--- config.mk ---
export PLATFORM = sky130hd
export DESIGN_NAME = trace_filter_cfg
export DESIGN_NICKNAME = d
export VERILOG_FILES = /design/src/rtl/trace_filter_cfg.sv
export SDC_FILE = /design/constraint.sdc
export NUM_CORES = 1
export LEC_CHECK = 0
export BUFFER_PORTS_ARGS = -buffer_cell sky130_fd_sc_hd__clkbuf_2
export CAP_MARGIN = 20
export CORE_ASPECT_RATIO = 1.25
export CORE_UTILIZATION = 47
export DETAILED_ROUTE_END_ITERATION = 10
export GPL_ROUTABILITY_DRIVEN = 0
export PLACE_DENSITY = 0.76
export SLEW_MARGIN = 20
export SYNTH_ARGS = -nofsm -noshare
export SYNTH_HDL_FRONTEND = slang
export SYNTH_SLANG_ARGS = --single-unit
--- constraint.sdc ---
create_clock -name clk -period 2.4 [get_ports clk]
set_clock_uncertainty 0.2 [all_clocks]
set_input_delay 0.36 -clock clk [delete_from_list [all_inputs] [get_ports clk]]
set_output_delay 0.36 -clock clk [all_outputs]
set_load 0.01 [all_outputs]
--- src/rtl/trace_filter_cfg.sv ---
// Runtime-configurable control-flow trace filter: classifies retired instructions
// against a class mask and decides keep/drop under one of four modes.
module trace_filter_cfg #(
  parameter int unsigned CNT_WIDTH    = 32,
  parameter int unsigned WINDOW_WIDTH = 8
) (
  input  logic                    clk,
  input  logic                    rst,
  input  logic [31:0]             instr,
  input  logic                    pc_valid,
  input  logic                    cfg_we,
  input  logic [1:0]              cfg_addr,
  input  logic [31:0]             cfg_wdata,
  output logic [31:0]             instr_out,
  output logic                    valid_out,
  output logic                    drop_instr,
  output logic [CNT_WIDTH-1:0]    keep_count,
  output logic [CNT_WIDTH-1:0]    drop_count
);

  localparam int unsigned CLASS_W = 6;
  localparam int unsigned MODE_W  = 2;

  localparam logic [6:0] OP_JAL    = 7'b1101111;
  localparam logic [6:0] OP_JALR   = 7'b1100111;
  localparam logic [6:0] OP_BRANCH = 7'b1100011;
  localparam logic [6:0] OP_SYSTEM = 7'b1110011;
  localparam logic [6:0] OP_LOAD   = 7'b0000011;
  localparam logic [6:0] OP_STORE  = 7'b0100011;

  localparam logic [1:0] ADDR_MODE   = 2'd0;
  localparam logic [1:0] ADDR_MASK   = 2'd1;
  localparam logic [1:0] ADDR_WINLEN = 2'd2;
  localparam logic [1:0] ADDR_CLEAR  = 2'd3;

  localparam logic [MODE_W-1:0] MODE_PASS_ALL = 2'd0;
  localparam logic [MODE_W-1:0] MODE_DROP_ALL = 2'd1;
  localparam logic [MODE_W-1:0] MODE_FILTER   = 2'd2;
  localparam logic [MODE_W-1:0] MODE_WINDOW   = 2'd3;

  typedef enum logic {ST_IDLE, ST_WINDOW} state_t;

  logic [MODE_W-1:0]       r_mode;
  logic [CLASS_W-1:0]      r_mask;
  logic [WINDOW_WIDTH-1:0] r_win_len;
  logic [WINDOW_WIDTH-1:0] r_cnt;
  state_t                  r_state;

  logic [CLASS_W-1:0] w_class;
  logic               w_hit;
  logic               w_keep;
  logic               w_wr_mode;
  logic               w_wr_clear;
  logic               w_unused;

  // Class decode; compressed encodings (instr[1:0] != 2'b11) never match.
  always_comb begin
    w_class = '0;
    if (instr[1:0] == 2'b11) begin
      w_class[0] = (instr[6:0] == OP_JAL);
      w_class[1] = (instr[6:0] == OP_JALR) && (instr[14:12] == 3'b000);
      w_class[2] = (instr[6:0] == OP_BRANCH);
      w_class[3] = (instr[6:0] == OP_SYSTEM);
      w_class[4] = (instr[6:0] == OP_LOAD);
      w_class[5] = (instr[6:0] == OP_STORE);
    end
  end

  assign w_hit      = |(w_class & r_mask);
  assign w_wr_mode  = cfg_we && (cfg_addr == ADDR_MODE);
  assign w_wr_clear = cfg_we && (cfg_addr == ADDR_CLEAR);
  assign w_unused   = ^cfg_wdata;

  // Decision uses the FSM state before this instruction's own update.
  always_comb begin
    w_keep = 1'b0;
    case (r_mode)
      MODE_PASS_ALL: w_keep = 1'b1;
      MODE_DROP_ALL: w_keep = 1'b0;
      MODE_FILTER:   w_keep = w_hit;
      MODE_WINDOW:   w_keep = w_hit || (r_state == ST_WINDOW);
      default:       w_keep = 1'b0;
    endcase
  end

  // Configuration registers; writes apply from the next cycle.
  always_ff @(posedge clk) begin
    if (rst) begin
      r_mode    <= MODE_FILTER;
      r_mask    <= 6'b000111;
      r_win_len <= '0;
    end else if (cfg_we) begin
      case (cfg_addr)
        ADDR_MODE:   r_mode    <= cfg_wdata[MODE_W-1:0];
        ADDR_MASK:   r_mask    <= cfg_wdata[CLASS_W-1:0];
        ADDR_WINLEN: r_win_len <= cfg_wdata[WINDOW_WIDTH-1:0];
        default:     ;
      endcase
    end
  end

  // Post-trigger window FSM; a MODE write restarts it from IDLE.
  always_ff @(posedge clk) begin
    if (rst || w_wr_mode) begin
      r_state <= ST_IDLE;
      r_cnt   <= '0;
    end else if (pc_valid && (r_mode == MODE_WINDOW)) begin
      case (r_state)
        ST_IDLE: begin
          if (w_hit && (r_win_len != '0)) begin
            r_state <= ST_WINDOW;
            r_cnt   <= r_win_len;
          end
        end
        ST_WINDOW: begin
          if (w_hit) begin
            r_cnt <= r_win_len;
          end else if (r_cnt == WINDOW_WIDTH'(1)) begin
            r_state <= ST_IDLE;
            r_cnt   <= '0;
          end else begin
            r_cnt <= r_cnt - WINDOW_WIDTH'(1);
          end
        end
        default: begin
          r_state <= ST_IDLE;
          r_cnt   <= '0;
        end
      endcase
    end
  end

  // Registered instruction path.
  always_ff @(posedge clk) begin
    if (rst) begin
      instr_out  <= '0;
      valid_out  <= 1'b0;
      drop_instr <= 1'b1;
    end else begin
      instr_out  <= instr;
      valid_out  <= pc_valid;
      drop_instr <= !(pc_valid && w_keep);
    end
  end

  // Saturating statistics; CLEAR beats a same-cycle instruction.
  always_ff @(posedge clk) begin
    if (rst || w_wr_clear) begin
      keep_count <= '0;
      drop_count <= '0;
    end else if (pc_valid) begin
      if (w_keep) begin
        if (keep_count != '1) keep_count <= keep_count + CNT_WIDTH'(1);
      end else begin
        if (drop_count != '1) drop_count <= drop_count + CNT_WIDTH'(1);
      end
    end
  end

endmodule

Word level (Yosys, flattened, before mapping)
Cells that the tools add are included.
{"block": "op_classes", "bitwise": 3, "mux": 10, "addsub": 3, "eq_ne": 17, "reduce_logical": 21}
{"op": "$add 32x1->32 const B", "count": 2}
{"op": "$ne 32x32->1 const B", "count": 2}
{"op": "$eq 7x7->1 const B", "count": 4}
{"op": "$mux 8", "count": 3}
{"op": "$pmux 8 s2", "count": 1}
{"op": "$eq 2x2->1 const B", "count": 5}
{"op": "$eq 8x1->1 const B", "count": 1}
{"op": "$reduce_and 2->1", "count": 4}
{"op": "$reduce_bool 8->1", "count": 1}
{"op": "$sub 8x1->8 const B", "count": 1}
{"op": "$eq 7x2->1 const B", "count": 1}
{"op": "$eq 7x6->1 const B", "count": 1}
{"op": "$and 6x6->6", "count": 1}
{"op": "$logic_and 1x1->1", "count": 6}
{"op": "$mux 6", "count": 1}
{"op": "$reduce_and 3->1", "count": 2}
{"op": "$reduce_or 6->1", "count": 1}
{"op": "$eq 2x1->1 const B", "count": 2}
{"op": "$logic_not 2->1", "count": 2}
{"op": "$pmux 1 s4", "count": 1}
{"op": "$logic_not 3->1", "count": 1}
{"op": "$logic_or 1x1->1", "count": 3}
{"op": "$mux 1", "count": 3}
{"op": "$ne 2x2->1 const B", "count": 1}
{"op": "other kinds (3)", "count": 4}
{"block": "totals", "ff_bits": 123, "out_inout_bits": 98, "elab_cells": 64}

Depth between registers and ports, before layout
Gate-level depths: netlist of run 1.
{"block": "logic_depth", "word_depth": 9, "mapped_depth": 9}

Worst setup path before layout of run 1
OpenSTA, ideal clock, no wires.
{"block": "synth_timing", "path_kind": "register to register", "start": "reg drop_count[14]", "end": "reg drop_count[1]", "arrival_ns": 2.156, "required_ns": 2.133, "setup_ns": 0.067, "n_path_buf": 2, "period_less_slack_ns": 2.424, "stages_incl_launch_ff": 9, "path_slack_ns": -0.024, "path_cell_list": "dfxtp_1 nand4_2 or4_4 o41ai_4 a211o_4 buf_8 buf_12 nand2_2 a21oi_2"}
{"block": "synth_between", "elab_chain_cells": 2}
{"item": "start: declaration", "line": "18", "text": "output logic [CNT_WIDTH-1:0] drop_count"}
{"item": "start signal: assignment", "line": "155", "text": "if (drop_count != '1) drop_count <= drop_count + CNT_WIDTH'(1);"}
{"item": "$ne 32x32->1", "line": "155"}
{"item": "$reduce_and 3->1 (no line)"}
Every way passes these cells.
A chain may end at the register's enable or synchronous reset.

Final worst setup path of run 1
{"block": "layout_timing", "start": "reg keep_count[9]", "end": "reg keep_count[20]"}
{"block": "layout_between", "elab_chain_cells": 2}
{"item": "start: declaration", "line": "17", "text": "output logic [CNT_WIDTH-1:0] keep_count,"}
{"item": "start signal: assignment", "line": "153", "text": "if (keep_count != '1) keep_count <= keep_count + CNT_WIDTH'(1);"}
{"item": "parallel branches: the longest is 2 deep, another holds $add 32x1->32"}
Parallel ways; which one is timed is not known.

==> reports/metrics.yaml, run 1 <==
hold_class: "primary input to register"
insertion_delay_ns: 0.42
dieWidth_um: 100.7
wirelength_met1_mm: 6.951
route.met2.wl_mm: 9.390
vias: 6279
crit_type: "register to register"
die_h_um: 125.4
relSlewSlack_pct: 32.14
cts_buffers: 17
start_kind: "register"
htreeDepth: 4
root_buffer: "clkbuf_16"
finalSetupTns_ns: 0
synthFlopType: "dfxtp_1"
grt_pass1_wl_mm: 27.72
worst_slack_ns: 0.005367
synth-seq-cells: 123
dp_hpwl_mm: 11.54
cap_violations: 0
area_delta_synth_final_pct: 46.55
nNetsFinal: 983
routed_wl_mm: 18.20
netSwitchingPower_mw: 1.160
clock_path_buffers: 2
clock-sinks: 123
p_comb_share_pct: 7.0
critPathMaxFanout: 3
coreArea_mm2: 0.01173
fin_crit_sh_pct: 99.78
synth-edff-count: 0
dr.max_layer_used: "met4"
ys_types: 63
grt_setup_unrepaired: "true"
post_dp_cell_area_mm2: 0.007159
power_mw: 5.562
hold_viol_final: 0
ys_async_sr_fraction_pct: 0
p_leak_nw: 3.436
dp_worst_setup_slack_ns: -0.1815
worst_ep_required_time_ns: 2.53
power.density_mw_per_mm2: 662.6
io_buffers: 143
worst_pin_slew_ns: 1.018
period_needed_ns: 2.395
ios: 168
rows: 44
ys_warn_count: 0
avgSynthCellArea_um2: 8.614
clock.fmax_mhz: 417.6
netSwitchingFraction_pct: 20.85
stdcell_area_mm2: 0.008394
synthesis.nets: 739
seqPwrFrac_pct: 38.0
netlist_instances: 665
gr-total-overflow: 0
die_area_mm2: 0.01264
fin_util_pct: 71.59
track_usage_pct: 27.54
drt-initial-drc-count: 400
maxSlewViolCount: 0
wl_met3_mm: 1.276
routed_via_density: 5.798
antenna_found_initial: 0
antenna_cells: 0
antenna_left: 0
cts.clk_slew.worst_paths_ns: 0.06
worstPathArrival_ns: 2.52
outcome: "complete, no violations"
drive_above_1_share_pct: 35.68
wire_per_inst_um: 16.81
cts_tree: "done"
setup_violations: 0
ys_seq_area_share_pct: 42.99
clkPwrFrac_pct: 55.1
grt_start_max_net_pins: 51
drc: 0
p_int_mw: 4.402
grt_pass1_vias: 5955
drt_first_pass_iters: 5
syn_area_mm2: 0.005728
vdd_drop_max_uv: 549.0
cp-end-kind: "register"
start_util_pct: 48.85
-- cell type report --
type / count / area [um^2]
Sequential cell: 123 / 2474
Inverter: 10 / 37.54
Clock buffer: 21 / 470.5
Fill cell: 888 / 3332
Clock inverter: 11 / 236.5
Tap cell: 161 / 201.4
Timing Repair Buffer: 263 / 1765
Multi-Input combinational cell: 494 / 3209
-- registers in the layout (all words and copies together), names as in the netlist --
| register | cells |
|---|---|
| r_mask | 6 |
| keep_count | 32 |
| drop_count | 32 |
| drop_instr | 1 |
| r_state | 1 |
| instr_out | 32 |
| valid_out | 1 |
| r_mode | 2 |
| r_cnt | 8 |
| r_win_len | 8 |
-- layer usage --
layer  vias to the layer above  GRT usage [%]
li1                       2948              -
met1                      2957          31.52
met2                       309          48.67
met3                        65          5.646
met4                         0          12.36
met5                         -              0
-- worst max-delay path: stages (launching register included) --
cell	delay (ns)
dfxtp_1	0.36
nand4_2	0.18
or4_4	0.54
or4_4	0.53
or3_1	0.33
a21oi_1	0.16
-- logic make-up after synthesis --
kind of cell	share of synthesized area [%]
flops	42.99
fa+ha+maj	0.8738
compound gates	16.21
simple gates	31.80
mux	4.019
buf+inv	3.954
xor+xnor	0.1529
-- through the flow --
step / hold slack, ns / std cells
finish: 0.002263 / 1083
floorplan: 0.2320 / 665
global placement: 0.2447 / 1016
CTS: 0.002185 / 1076
detailed placement: 0.2598 / 1016
global route: 0.01996 / 1083
-- power by group through the flow --
stage               Sequential (mW)  Clock (mW)  Combinational (mW)
detailed placement             2.15           0               0.313
CTS                            2.11        3.07               0.356
finish                         2.11        3.06               0.387
floorplan                      2.17           0               0.154
global route                   2.11        3.18               0.416
global placement               2.15           0               0.302
-- cells in the mapped netlist (all sizes together) (2+ instances only) --
cell / number / area, um^2
and3: 2 / 12.51
a211oi: 5 / 42.54
nand3: 25 / 125.1
a21o: 2 / 15.01
nand2: 77 / 291.5
mux2i: 23 / 230.2
buf: 10 / 76.32
or4: 29 / 221.5
o41ai: 4 / 53.81
a31o: 4 / 35.03
o21a: 4 / 30.03
a31oi: 2 / 12.51
nor3b: 3 / 22.52
inv: 10 / 37.54
nor2b: 36 / 225.2
a211o: 2 / 26.28
a21oi: 49 / 267.8
nand4: 26 / 175.2
nor2: 32 / 120.1
nand3b: 6 / 45.04
or2: 5 / 31.28
o211ai: 10 / 75.07
dfxtp: 123 / 2462
nand2b: 12 / 75.07
or3: 29 / 181.4
nor4: 12 / 81.33
clkbuf: 30 / 112.6
o21ai: 38 / 209.0
and2: 6 / 37.54
nor4b: 2 / 17.52
nor3: 10 / 50.05
or4b: 3 / 30.03
and4: 9 / 78.83
ha: 4 / 50.05
o31ai: 9 / 67.56
-- what timing repair did --
item                                    in CTS  in global routing
hold endpoints to repair                    26                  0
gates resized for setup                     10                 30
hold buffers                                26                  0
cloned                                       1                  3
pin swaps                                    1                 11
buffers inserted                             1                  4
endpoints found under the setup margin      19                 55
-- cell usage in the layout, fill, tap and decap left out, types with 4 or more instances in the layout --
master           n
dfxtp_1        114
dlygate4sd3_1   26
or4_1           25
nand2_1         76
a211oi_1         4
nand4_1         24
bufinv_16        7
clkbuf_2       143
a21oi_1         40
mux2i_1         23
buf_4           86
or3_1           29
dfxtp_2          9
a21oi_2          9
or4_4            4
o21a_1           4
nand3_1         24
o211ai_1        10
o21ai_2          6
nor2b_1         36
nor2_1          31
o21ai_0         27
o31ai_1          9
inv_1           10
nor3_1           8
nand2b_1        12
nor4_1          10
clkbuf_16       19
nand3b_1         6
and2_1           5
and4_1           8
-- worst paths after layout --
check                                   start              to  slack, ns  cells past startpoint
worst min-delay path                 instr[2]    instr_out[2]      0.002                      2
worst min register to register      r_mask[1]       r_mask[1]       0.27                      2
worst max register to register  keep_count[9]  keep_count[20]      0.005                      5
worst max-delay path            keep_count[9]  keep_count[20]      0.005                      5
Note: power is estimated with default switching activity, not from simulation.
==> inputs of run 2 (changes only) <==
--- a/config.mk
+++ b/config.mk
@@ -11,6 +11,7 @@
 export CORE_UTILIZATION = 47
 export DETAILED_ROUTE_END_ITERATION = 10
 export GPL_ROUTABILITY_DRIVEN = 0
+export MAX_ROUTING_LAYER = met4
 export PLACE_DENSITY = 0.76
 export SLEW_MARGIN = 20
 export SYNTH_ARGS = -nofsm -noshare
==> reports/metrics.yaml, run 2 (synthesized netlist as in run 1, its figures left out) <==
outcome: "complete, no violations"
top_regs: "drop_count (32), instr_out (32), keep_count (32)"
power.density_mw_per_mm2: 662.9  # about the same
fin_util_pct: 71.55  # about the same
gr-total-overflow: 0  # unchanged
die_area_mm2: 0.01264  # unchanged
setup_violations: 0  # unchanged
crit_type: "register to register"
worst_pin_slew_ns: 1.036  # +0.01795 ns
hold_viol_final: 0  # unchanged
grt_pass1_wl_mm: 27.78  # +0.22%
fill_cells: 888  # unchanged
period_needed_ns: 2.395  # +0.0007434 ns
mostFrequentLayoutCells: "143 x clkbuf_2, 114 x dfxtp_1, 86 x buf_4"
wire_per_inst_um: 16.90  # +0.57%
die_h_um: 125.4  # unchanged
grt_start_max_net_pins: 51  # unchanged
clock_path_buffers: 2  # unchanged
cap_violations: 0  # unchanged
grt_pass1_vias: 5937  # -0.30%
antenna_cells: 0  # unchanged
rows: 44  # unchanged
coreArea_mm2: 0.01173  # unchanged
drt-initial-drc-count: 348  # -13%
grt_setup_unrepaired: "true"
dieWidth_um: 100.7  # unchanged
critPathMaxFanout: 3  # unchanged
worstPathArrival_ns: 2.53  # about the same
p_leak_nw: 3.434  # about the same
antenna_found_initial: 0  # unchanged
final_common_cell: "clkbuf_2"
insertion_delay_ns: 0.42  # about the same
dp_hpwl_mm: 11.54  # unchanged
cts_tree: "done"
start_util_pct: 48.85  # unchanged
antenna_left: 0  # unchanged
drive_above_1_share_pct: 35.57  # -0.11 points
io_buffers: 143  # unchanged
root_buffer: "clkbuf_16"
routed_via_density: 5.799  # about the same
worst_ep_required_time_ns: 2.53  # about the same
cp-end-kind: "register"
ios: 168  # unchanged
nNetsFinal: 983  # unchanged
area_delta_synth_final_pct: 46.48  # about the same
hold_class: "primary input to register"
drt_first_pass_iters: 5  # unchanged
clock.fmax_mhz: 417.5  # about the same
routed_wl_mm: 18.31  # +0.57%
finalSetupTns_ns: 0  # unchanged
htreeDepth: 4  # unchanged
maxSlewViolCount: 0  # unchanged
track_usage_pct: 28.45  # +0.92 points
drc: 0  # unchanged
vias: 6280  # +0.016%
fin_crit_sh_pct: 99.81  # about the same
vdd_drop_max_uv: 548.9  # about the same
start_kind: "register"
cts.clk_slew.worst_paths_ns: 0.06  # about the same
cts_buffers: 17  # unchanged
relSlewSlack_pct: 30.95  # -1.2 points
clock-sinks: 123  # unchanged
## run 2: cell types whose count changed in the layout (fill, tap and decap cells not counted)
cell | previous run | this run
or4_1 | 25 | 26
or4_4 | 4 | 3
## run 2: layout make-up
cell class | instances | area [um^2] | share of cell area (%)
repair buffers | 263 | 1765 | 21.04
clock buffers | 21 | 470.5 | 5.607
clock inverters | 11 | 236.5 | 2.818
well taps | 161 | 201.4 | 2.401
flip-flops and latches | 123 | 2474 | 29.48
inverters | 10 | 37.54 | 0.4474
multi-input cells | 494 | 3206 | 38.20
## run 2: path summary, 6_finish.rpt
check	from	endpoint	slack (ns)	cells after the start
min	cfg_wdata[3]	r_mask[3]	0.004	3
min reg2reg	r_mask[1]	r_mask[1]	0.27	2
max	keep_count[9]	keep_count[20]	0.005	5
max reg2reg	keep_count[9]	keep_count[20]	0.005	5
## run 2: where the power goes
group / internal, mW / switching, mW
clock network: 2.14 / 0.928
logic: 0.179 / 0.209
registers: 2.09 / 0.0236
## run 2: per-layer routing
metal / up-vias / part of all wire, % / global-route usage (%)
met1: 2964 / 39 / 32.15
met4: 0 / 2.8 / 12.36
met2: 307 / 52 / 48.51
met3: 59 / 6.4 / 5.310
met5: - / 0 / -
li1: 2950 / - / -
## run 2: worst max-delay path, cell delays in order, from the launching register on
cell     delay [ns]
dfxtp_1        0.36
nand4_2        0.17
or4_4          0.53
or4_4          0.53
or3_1          0.34
a21oi_1        0.17
## run 2: timing repair
item,in CTS,in global routing
gates cloned,1,3
pin swaps,1,12
hold endpoints to repair,26,0
hold buffers,26,0
gates resized for setup,10,29
buffers inserted,1,4
endpoints found under the setup margin,19,55
## run 2: stage by stage
step                      area (um^2)  hold WS [ns]  setup WS [ns]  power (mW)  std cells
after floorplan                  5731        0.2320      0.0008187       2.320        665
after global placement           7159        0.2447        -0.1642       2.452       1016
after detailed placement         7159        0.2598        -0.1815       2.465       1016
after CTS                        8180      0.002185       -0.03207       5.540       1076
after global routing             8391       0.01710       -0.07409       5.718       1083
final                            8391      0.004347       0.004624       5.562       1083
==> inputs of run 3 (changes only) <==
--- a/config.mk
+++ b/config.mk
@@ -5,10 +5,12 @@
 export SDC_FILE = /design/constraint.sdc
 export NUM_CORES = 1
 export LEC_CHECK = 0
+export ABC_AREA = 1
 export BUFFER_PORTS_ARGS = -buffer_cell sky130_fd_sc_hd__clkbuf_2
 export CAP_MARGIN = 20
 export CORE_ASPECT_RATIO = 1.25
-export CORE_UTILIZATION = 47
+export CORE_MARGIN = 2
+export CORE_UTILIZATION = 48
 export DETAILED_ROUTE_END_ITERATION = 10
 export GPL_ROUTABILITY_DRIVEN = 0
 export MAX_ROUTING_LAYER = met4
==> reports/metrics.yaml, run 3 <==
outcome: "complete, no violations"
ys_async_sr_fraction_pct: 0  # unchanged
r2r_start: "drop_count[1]"
die_h_um: 134.1  # +6.9%
area_delta_synth_final_pct: 30.17
grt_pass1_wl_mm: 31.24  # +12%
critPathMaxFanout: 31  # +28
cp-endpoint: "drop_count[27]"
avgSynthCellArea_um2: 6.536  # -24%
grt_pass1_vias: 6624  # +12%
insertion_delay_ns: 0.42  # about the same
ys_top_cells_by_count: "291 x nand2_1, 162 x nor2_1, 123 x dfxtp_1"
synthesis.nets: 1069  # +45%
cp-end-kind: "register"
routed_via_density: 5.269  # -9.1%
crit_type: "register to register"
fin_crit_sh_pct: 92.18  # -7.6 points
vias: 7181  # +14%
r2r_setup_slack_ns: 0.19  # +0.18 ns
drt_first_pass_iters: 5  # unchanged
grt_start_max_net_pins: 35  # -31%
cts_tree: "done"
die_area_mm2: 0.01450  # +15%
seq_area_mm2: 0.002462  # -0.46%
final_common_cell: "nand2_1"
dp_hpwl_mm: 13.29  # +15%
ys_warn_count: 0  # unchanged
start_kind: "register"
post_dp_cell_area_mm2: 0.007486  # +4.6%
final_cells: 1363  # +26%
timing.hold.ws_ns: 0.01315  # +0.008804 ns
synthFlopType: "dfxtp_1"
syn_area_mm2: 0.006504  # +14%
rows: 47  # +6.8%
start_util_pct: 49.15  # +0.31 points
power.density_mw_per_mm2: 605.4  # -8.7%
fill_cells: 1216  # +37%
reg2reg_to: "drop_count[27]"
grt_setup_unrepaired: "false"
synth-edff-count: 0  # unchanged
cap_violations: 0  # unchanged
dieWidth_um: 108.1  # +7.3%
synth-seq-cells: 123  # unchanged
htreeDepth: 4  # unchanged
ys_types: 31  # -51%
coreArea_mm2: 0.01323  # +13%
drc: 0  # unchanged
r2r_cells: 9  # +4
vdd_drop_max_uv: 496.1  # -9.6%
routed_wl_mm: 19.08  # +4.2%
worst_ep_required_time_ns: 2.46  # -0.07 ns
multiInputGateArea_mm2: 0.003537  # +10%
hold_viol_final: 0  # unchanged
antenna_cells: 0  # unchanged
io_buffers: 143  # unchanged
mostFrequentLayoutCells: "290 x nand2_1, 161 x nor2_1, 143 x clkbuf_2"
setup_violations: 0  # unchanged
netlist_instances: 995  # +50%
root_buffer: "clkbuf_16"
drt-initial-drc-count: 674  # +94%
track_usage_pct: 27.75  # -0.70 points
ios: 168  # unchanged
p_leak_nw: 3.792  # +10%
hold_class: "primary input to register"
stdcell_area_mm2: 0.008466  # +0.89%
worst_slack_ns: 0.1878  # +0.1832 ns
cts.clk_slew.worst_paths_ns: 0.05  # about the same
synth.most_common_cell: "nand2_1"
relSlewSlack_pct: 47.92  # +17 points
clock_path_buffers: 2  # unchanged
period_needed_ns: 2.212  # -0.1832 ns
power_mw: 5.125  # -7.9%
worstSetupStartpoint: "drop_count[1]"
wire_per_inst_um: 14.00  # -17%
drive_above_1_share_pct: 18.46  # -17 points
ys_seq_area_share_pct: 37.86  # -5.1 points
synth_top_area_share_pct: 37.86  # -5.1 points
cts_buffers: 17  # unchanged
gr-total-overflow: 0  # unchanged
worstPathArrival_ns: 2.27  # -0.26 ns
finalSetupTns_ns: 0  # unchanged
dp_cells: 1295  # +27%
antenna_found_initial: 0  # unchanged
antenna_left: 0  # unchanged
synthTopCellsByArea: "dfxtp_1 38%, nand2_1 17%, nor2_1 9.3%"
maxSlewViolCount: 0  # unchanged
clock-sinks: 123  # unchanged
top_regs: "drop_count (32), instr_out (32), keep_count (32)"
worst_pin_slew_ns: 0.7783  # -0.2575 ns
synth_top_area_cell: "dfxtp_1"
fin_util_pct: 63.98  # -7.6 points
dp_worst_setup_slack_ns: 0.2106  # +0.3921 ns
clock.fmax_mhz: 452.0  # +8.3%
nNetsFinal: 1253  # +27%
==> run 3: cell count changes in the layout (fill, tap and decap cells not counted), moves of 27 or more <==
cell,delta
buf_4,-67
inv_1,+78
nand2_1,+214
or3_1,-29
xor2_1,+27
a21oi_1,+33
nor2b_1,-35
nor2_1,+130
nand3_1,+37
==> run 3: cell families (layout without fill, tap and decap cells) <==
logic type / Yosys count / after routing / share of synthesized area (%)
simple gates: 606 / 606 / 40.59
flops: 123 / 123 / 37.86
xor+xnor: 40 / 40 / 5.387
buf+inv: 128 / 325 / 8.080
compound gates: 94 / 94 / 7.311
fa+ha+maj: 4 / 4 / 0.7696
==> run 3: report_power, final <==
group	switching (mW)	internal, mW	total [mW]
logic	0.227	0.154	0.381
clock network	0.932	1.70	2.63
registers	0.0194	2.09	2.11
total	1.18	3.95	5.13
==> run 3: per-layer routing <==
metal  part of all wire (%)  global-route usage (%)
met1                     40                   30.60
met2                     50                   46.82
met3                    6.2                   5.102
met4                    4.6                   15.38
met5                      0                       -
==> run 3: worst max-delay path, stage by stage (launching register included) <==
cell and delay [ns]:
dfxtp_1 0.38, ha_1 0.28, nand2_1 0.12, nor2_4 0.16, nand2_2 0.13, nor2_4 0.17
nand4_4 0.12, buf_4 0.28, nand4_1 0.14, a21oi_1 0.07
==> run 3: repair_timing <==
action,CTS,global route
setup endpoints to repair,0,6
resized for setup,0,2
endpoints found under the hold margin,38,0
setup buffers,0,0
hold buffers,36,0
==> run 3: how the worst min path moves through the flow <==
| stage | endpoint | start | depth (start not counted) |
|---|---|---|---|
| 2_1_floorplan | r_mask[1] | r_mask[1] | 2 |
| 3_3_place_gp | r_mask[1] | r_mask[1] | 2 |
| 3_5_place_dp | r_mask[1] | r_mask[1] | 2 |
| 4_1_cts | r_win_len[6] | cfg_wdata[6] | 3 |
| 5_1_grt | r_mask[1] | cfg_wdata[1] | 3 |
| 6_report | r_mask[1] | cfg_wdata[1] | 3 |
==> run 3: final cells by class <==
class,count,share of cell area [%]
Inverter,91,4.035
Clock buffer,20,5.513
Clock inverter,12,1.714
Timing Repair Buffer,202,15.34
Multi-Input combinational cell,744,41.78
Tap cell,171,2.527
Sequential cell,123,29.09
